## config.mk

```make
export PLATFORM = sky130hd
export DESIGN_NAME = ex_mem_reg
export DESIGN_NICKNAME = d
export VERILOG_FILES = /design/src/rtl/ex_mem_reg.sv
export SDC_FILE = /design/constraint.sdc
export NUM_CORES = 1
export LEC_CHECK = 0
export BUFFER_PORTS_ARGS = -buffer_cell sky130_fd_sc_hd__clkbuf_2
export CORE_AREA = 2 2 139 141
export CTS_CLUSTER_SIZE = 14
export DETAILED_ROUTE_END_ITERATION = 6
export DIE_AREA = 0 0 141 143
export HOLD_SLACK_MARGIN = 0.03
export PLACE_DENSITY = 0.67
export SYNTH_ARGS = -nofsm -noshare
export SYNTH_HDL_FRONTEND = slang
export SYNTH_SLANG_ARGS = --single-unit
export TNS_END_PERCENT = 5
```

## constraint.sdc

```tcl
create_clock -name clk -period 10.9 [get_ports clk]
set_clock_uncertainty 0.1 [all_clocks]
set_input_delay 1.09 -clock clk [delete_from_list [all_inputs] [get_ports clk]]
set_output_delay 1.09 -clock clk [all_outputs]
set_load 0.02 [all_outputs]
```

## src/rtl/ex_mem_reg.sv

```systemverilog
// EX/MEM pipeline register with bubble insertion, hold, flush and
// multi-cycle accumulate tracking for HI/LO multiply-accumulate.
module ex_mem_reg (
  input  logic        clk,
  input  logic        reset,
  input  logic [4:0]  ex_out_addr,
  input  logic [31:0] ex_out_data,
  input  logic        ex_out_en,
  input  logic        ex_hilo_wr_en,
  input  logic [31:0] ex_hi_data,
  input  logic [31:0] ex_lo_data,
  input  logic [63:0] ex_hilo_temp,
  input  logic [1:0]  ex_cnt,
  input  logic        stall_ex,
  input  logic        stall_mem,
  input  logic        flush,
  output logic [4:0]  mem_out_addr,
  output logic [31:0] mem_out_data,
  output logic        mem_out_en,
  output logic        mem_hilo_wr_en,
  output logic [31:0] mem_hi_data,
  output logic [31:0] mem_lo_data,
  output logic [63:0] hilo_temp_o,
  output logic [1:0]  cnt_o,
  output logic        acc_busy,
  output logic [15:0] bubble_cnt
);

  typedef enum logic {
    IDLE  = 1'b0,
    ACCUM = 1'b1
  } state_e;

  state_e      state_q, state_d;
  logic [4:0]  addr_q, addr_d;
  logic [31:0] data_q, data_d;
  logic        en_q, en_d;
  logic        hwe_q, hwe_d;
  logic [31:0] hi_q, hi_d;
  logic [31:0] lo_q, lo_d;
  logic [63:0] tmp_q, tmp_d;
  logic [1:0]  cnt_q, cnt_d;
  logic [15:0] bub_q, bub_d;

  logic do_bubble;
  logic do_normal;

  assign do_bubble = stall_ex & ~stall_mem;
  assign do_normal = ~stall_ex & ~stall_mem;

  always_comb begin
    state_d = state_q;
    addr_d  = addr_q;
    data_d  = data_q;
    en_d    = en_q;
    hwe_d   = hwe_q;
    hi_d    = hi_q;
    lo_d    = lo_q;
    tmp_d   = tmp_q;
    cnt_d   = cnt_q;
    bub_d   = bub_q;
    if (flush) begin
      state_d = IDLE;
      addr_d  = '0;
      data_d  = '0;
      en_d    = 1'b0;
      hwe_d   = 1'b0;
      hi_d    = '0;
      lo_d    = '0;
      tmp_d   = '0;
      cnt_d   = '0;
    end else if (do_bubble) begin
      addr_d = '0;
      data_d = '0;
      en_d   = 1'b0;
      hwe_d  = 1'b0;
      hi_d   = '0;
      lo_d   = '0;
      if (bub_q != 16'hFFFF) bub_d = bub_q + 16'd1;
      if (ex_cnt != 2'd0) begin
        state_d = ACCUM;
        tmp_d   = ex_hilo_temp;
        cnt_d   = ex_cnt;
      end else if (state_q == ACCUM) begin
        // accumulate finished inside the stall window
        state_d = IDLE;
        tmp_d   = '0;
        cnt_d   = '0;
      end else begin
        tmp_d = ex_hilo_temp;
        cnt_d = ex_cnt;
      end
    end else if (do_normal) begin
      state_d = IDLE;
      addr_d  = ex_out_addr;
      data_d  = ex_out_data;
      en_d    = ex_out_en;
      hwe_d   = ex_hilo_wr_en;
      hi_d    = ex_hi_data;
      lo_d    = ex_lo_data;
      tmp_d   = '0;
      cnt_d   = '0;
    end
  end

  always_ff @(posedge clk or posedge reset) begin
    if (reset) begin
      state_q <= IDLE;
      addr_q  <= '0;
      data_q  <= '0;
      en_q    <= 1'b0;
      hwe_q   <= 1'b0;
      hi_q    <= '0;
      lo_q    <= '0;
      tmp_q   <= '0;
      cnt_q   <= '0;
      bub_q   <= '0;
    end else begin
      state_q <= state_d;
      addr_q  <= addr_d;
      data_q  <= data_d;
      en_q    <= en_d;
      hwe_q   <= hwe_d;
      hi_q    <= hi_d;
      lo_q    <= lo_d;
      tmp_q   <= tmp_d;
      cnt_q   <= cnt_d;
      bub_q   <= bub_d;
    end
  end

  assign mem_out_addr   = addr_q;
  assign mem_out_data   = data_q;
  assign mem_out_en     = en_q;
  assign mem_hilo_wr_en = hwe_q;
  assign mem_hi_data    = hi_q;
  assign mem_lo_data    = lo_q;
  assign hilo_temp_o    = tmp_q;
  assign cnt_o          = cnt_q;
  assign acc_busy       = (state_q == ACCUM);
  assign bubble_cnt     = bub_q;

endmodule

```

Yosys cells after proc, flatten, opt, wreduce, memory -nomap -nowiden
Cells that the tools add are included.
{"block": "totals", "output_inout_bits": 186, "reg_bits": 186, "wordCells": 52}
{"block": "op_classes", "n_reduce_logical": 3, "n_bitwise": 5, "n_eq_ne": 1, "muxes": 32, "add_sub_neg": 1}
{"operator": "$mux W64", "n": 5}
{"operator": "$mux W32", "n": 9}
{"operator": "$add A16 B1 Y16 const B", "n": 1}
{"operator": "$ne A16 B16 Y1 const B", "n": 1}
{"operator": "$mux W5", "n": 3}
{"operator": "$mux W1", "n": 10}
{"operator": "$mux W2", "n": 5}
{"operator": "$not A1 Y1", "n": 3}
{"operator": "$reduce_and A3 Y1", "n": 1}
{"operator": "$reduce_bool A3 Y1", "n": 1}
{"operator": "$and A1 B1 Y1", "n": 2}
{"operator": "$reduce_bool A2 Y1", "n": 1}

Depth between registers and ports, before layout
{"block": "logic_depth", "depth_word": 5, "ltp_mapped": 6}

Least setup slack after synthesis
OpenSTA, ideal clock, no wires.
{"block": "synth_path", "path_type": "in2reg", "startpoint": "input flush", "endpoint": "register bub_q[1] (netlist: bubble_cnt[1])", "path_stages": 5, "n_path_buf": 2, "arrival_ps": 2278, "setup_time_ps": 125, "slack_ps": 8398, "cell_sequence": "buf_2 > or3b_1 > buf_2 > a21oi_1 > mux2_2"}
{"block": "synth_between", "elab_chain_len": 2}
{"item": "start, declared", "line_no": "16", "source": "input logic flush,"}
{"item": "$not A1 Y1 (no line)"}
{"item": "$reduce_and A3 Y1 (no line)"}
{"item": "end signal, assigned", "line_no": "128", "source": "bub_q <= bub_d;"}
{"item": "end, declared", "line_no": "43", "source": "logic [15:0] bub_q, bub_d;"}
No other way between the ends.
A chain may end at the register's enable or synchronous reset.

Worst setup path in the final report
{"block": "layout_path", "startpoint": "input stall_mem", "endpoint": "register tmp_q[38] (netlist: hilo_temp_o[38])"}
{"block": "layout_between", "elab_chain_len": 4, "word_cells_on_any_way": 6}
{"item": "start, declared", "line_no": "15", "source": "input logic stall_mem,"}
{"item": "$not A1 Y1 (*)", "line_no": "48, 49"}
{"item": "$and A1 B1 Y1", "line_no": "48", "source": "assign do_bubble = stall_ex & ~stall_mem;"}
{"item": "$mux W64", "line_no": "72", "source": "end else if (do_bubble) begin"}
{"item": "$mux W64", "line_no": "62", "source": "if (flush) begin"}
{"item": "end signal, assigned", "line_no": "126", "source": "tmp_q <= tmp_d;"}
{"item": "end, declared", "line_no": "41", "source": "logic [63:0] tmp_q, tmp_d;"}
Mark *: on every way between the ends. The rest lies on a longest branch, timed or not.

==> summary.md <==
| Metric | Value |
|---|---|
| Status | `finished clean` |
| Startpoint Class | `input port` |
| Min Hold Slack | `0.402 ns` |
| Die area | `approximately 20000 sq um` |
| Die H | `143 microns` |
| Remaining antenna violation count | `0` |
| Setup Viol. Count Final | `0` |
| Largest net degree at the start of global routing | `109` |
| First-pass DRT Iterations | `5` |
| Cell variety after synth | `32` |
| Number of I/O pins | `360` |
| CTS max path bufs | `2` |
| Power per cell area | `164 nW/um^2` |
| Syn Nets | `~750` |
| Share of the yosys chip area belonging to registers | `65.9%` |
| Hold Path Class | `flip-flop to flip-flop` |
| CTS tree | `built` |
| Commonest non-fill, non-tap cell in the layout | `clkbuf_2` |
| Worst R2R End | `bubble_cnt[13]` |
| Peak supply drop | `0.000108 V` |
| Vias in the first global route | `5901` |
| Slew of the pin with the lowest slew margin | `about 1.1 ns` |
| Setup CP Type | `input port to flip-flop` |
| Clock Sink Count | `about 190` |
| First-pass GRT wire length | `~32000 microns` |
| RSZ-0062 raised after global routing | `false` |
| Via count | `5973` |
| Synth warnings | `0` |
| Setup TNS | `0 ns` |
| Final hold violations | `0` |
| R2R cell count | `5` |
| Share of cells above drive strength 1 | `a little over two fifths` |
| Post-DR vias/cell | `5.17` |
| 1st-iter DRT viols | `287` |
| # port buffers | `359` |
| Clk_lat worst skew | `0.42 ns` |
| Crit end category | `flip-flop` |
| Gr ovfl total | `0` |
| CTS Buf Count | `17` |
| HP Start | `hilo_temp_o[29]` |
| Max-slew violation count | `0` |
| Required time worst endpoint | `11.14 ns` |
| CTS HTree Levels | `4` |
| Final #Nets | `around 1100` |
| Reg-to-Reg Start | `bubble_cnt[0]` |
| DRT Wirelength | `20400 microns` |
| Fmax | `325 MHz` |
| Worst Hold Depth | `1` |
| Placer Congestion | `0.787` |
| Die Width | `between 100 and 150 microns` |
| Register bit count reported by yosys | `186` |
| Max_slew headroom | `26.5%` |
| Leak | `0.00516 uW` |
| Final critical-path required period | `roughly 3 ns` |
| Gr usage total | `20.0%` |
| Most frequent cells in the layout | `clkbuf_2 (357), dfrtp_1 (186), nor2_1 (106), a22oi_1 (103), a22o_1 (66)` |
| Antenna cells | `0` |
| R2R Setup Slk | `8.70 ns` |
| Post-CTS Resized | `0` |
| Peak fanout along the critical path | `64` |
| Core Util, Final | `51.6%` |
| Final worst-path cycle share | `roughly 28%` |
| Initial core utilization | `38.0%` |
| Clock transition at the registers of the reported paths | `0.07 ns` |
| DRC | `0` |
| Synthesized area per cell | `12.3 sq um` |
| Cells after synthesis | `574` |
| Row count | `50` |
| CTS hold repair buffers | `0` |
| Mapped cell area | `7070 sq um` |
| Postcts setup bufs | `0` |
| Syn-to-layout area delta | `35.6%` |
| Arrival @ worst endpoint | `around 3.3 ns` |
| MaxCap Viol Count | `0` |
| Clock root cell | `clkbuf_16` |
| Post-DP HPWL | `roughly 14000 microns` |
| Antenna violations before repair | `0` |
| Post-route cell area | `9590 sq um` |
| Hold worst-path end | `hilo_temp_o[29]` |
| Core area | `18600 sq um` |
| Post-Place Cell Area | `about 9000 sq um` |
| WL/cell | `17.7 microns` |
## through the flow
step / setup slack [ns] / total power (uW) / std cells
after floorplan: 4.65 / 878 / 574
after global placement: 7.46 / 969 / 1124
after detailed placement: 7.41 / 972 / 1124
after CTS: 7.85 / 1590 / 1156
after global routing: 7.68 / 1640 / 1156
final: 7.82 / 1570 / 1156
## routing by layer
layer,track usage [%],part of all wire [%],up-vias
li1,-,-,2774
met2,32.4,48,263
met1,24.1,40,2902
met4,7.84,2.9,0
met3,7.98,9.1,34
met5,0,0,-
## Yosys cell counts
library cell / n / area, sq um
a211oi_1: 1 / 7.51
a21oi_1: 4 / 20.0
a21oi_4: 1 / 16.3
a22o_1: 66 / 578
a22oi_1: 103 / 773
a41oi_1: 1 / 8.76
and3_1: 2 / 12.5
buf_1: 2 / 7.51
buf_2: 3 / 15.0
buf_6: 6 / 67.6
clkbuf_1: 38 / 143
dfrtp_1: 186 / 4650
ha_1: 1 / 12.5
inv_1: 3 / 11.3
mux2_2: 3 / 33.8
nand2_1: 5 / 18.8
nand2b_1: 1 / 6.26
nand3_1: 7 / 35.0
nand4_1: 5 / 31.3
nor2_1: 107 / 402
nor2b_1: 1 / 6.26
nor3_1: 6 / 30.0
nor3b_4: 1 / 18.8
nor4_1: 3 / 18.8
nor4b_1: 1 / 8.76
o2111ai_1: 1 / 8.76
o21ai_0: 4 / 20.0
o31ai_1: 1 / 7.51
or3_1: 1 / 6.26
or3b_1: 1 / 8.76
xnor2_1: 2 / 17.5
xor2_1: 7 / 61.3
## worst max path at each step
stage / to / slack (ns) / from
finish: hilo_temp_o[38] / 7.82 / stall_mem
global route: hilo_temp_o[38] / 7.68 / stall_mem
CTS: hilo_temp_o[38] / 7.85 / stall_mem
detailed placement: hilo_temp_o[38] / 7.41 / stall_mem
global placement: hilo_temp_o[38] / 7.46 / flush
floorplan: acc_busy / 4.65 / reset
## worst max-delay path: stages
cell and delay [ns]:
buf_4 0.28, buf_4 0.41, or3b_1 0.54, a21oi_4 0.14
buf_4 0.54, a22o_1 0.25
## where the power goes
part / switching, uW / internal, uW / total (uW)
registers: 29.5 / 722 / 752
logic: 130 / 73.7 / 203
clock network: 294 / 325 / 619
## flip-flops by register name, indices dropped and copies added (netlist names)
register        flops
hilo_temp_o        64
mem_hi_data        32
mem_lo_data        32
mem_out_data       32
bubble_cnt         16
mem_out_addr        5
cnt_o               2
acc_busy            1
mem_hilo_wr_en      1
mem_out_en          1
## logic make-up (layout without fill, tap and decap cells)
logic type,Yosys count,after routing,share of synthesized area [%]
AO/OA/AOI/OAI,182,182,20.4
XOR/XNOR,9,9,1.12
adder cells (fa/ha/maj),1,1,0.177
buffers and inverters,52,400,3.45
flip-flops,186,186,65.9
multiplexers,3,3,0.478
AND/OR/NAND/NOR,141,141,8.53
## cell type report
type / instances / area [sq um]
fill: 1678 / 8990
sequential: 186 / 4650
multi-input combinational: 336 / 2180
timing repair buffer: 365 / 1850
clock buffer: 18 / 429
tap: 234 / 293
clock inverter: 14 / 160
inverter: 3 / 18.8
Note: power is estimated with default switching activity, not from simulation.
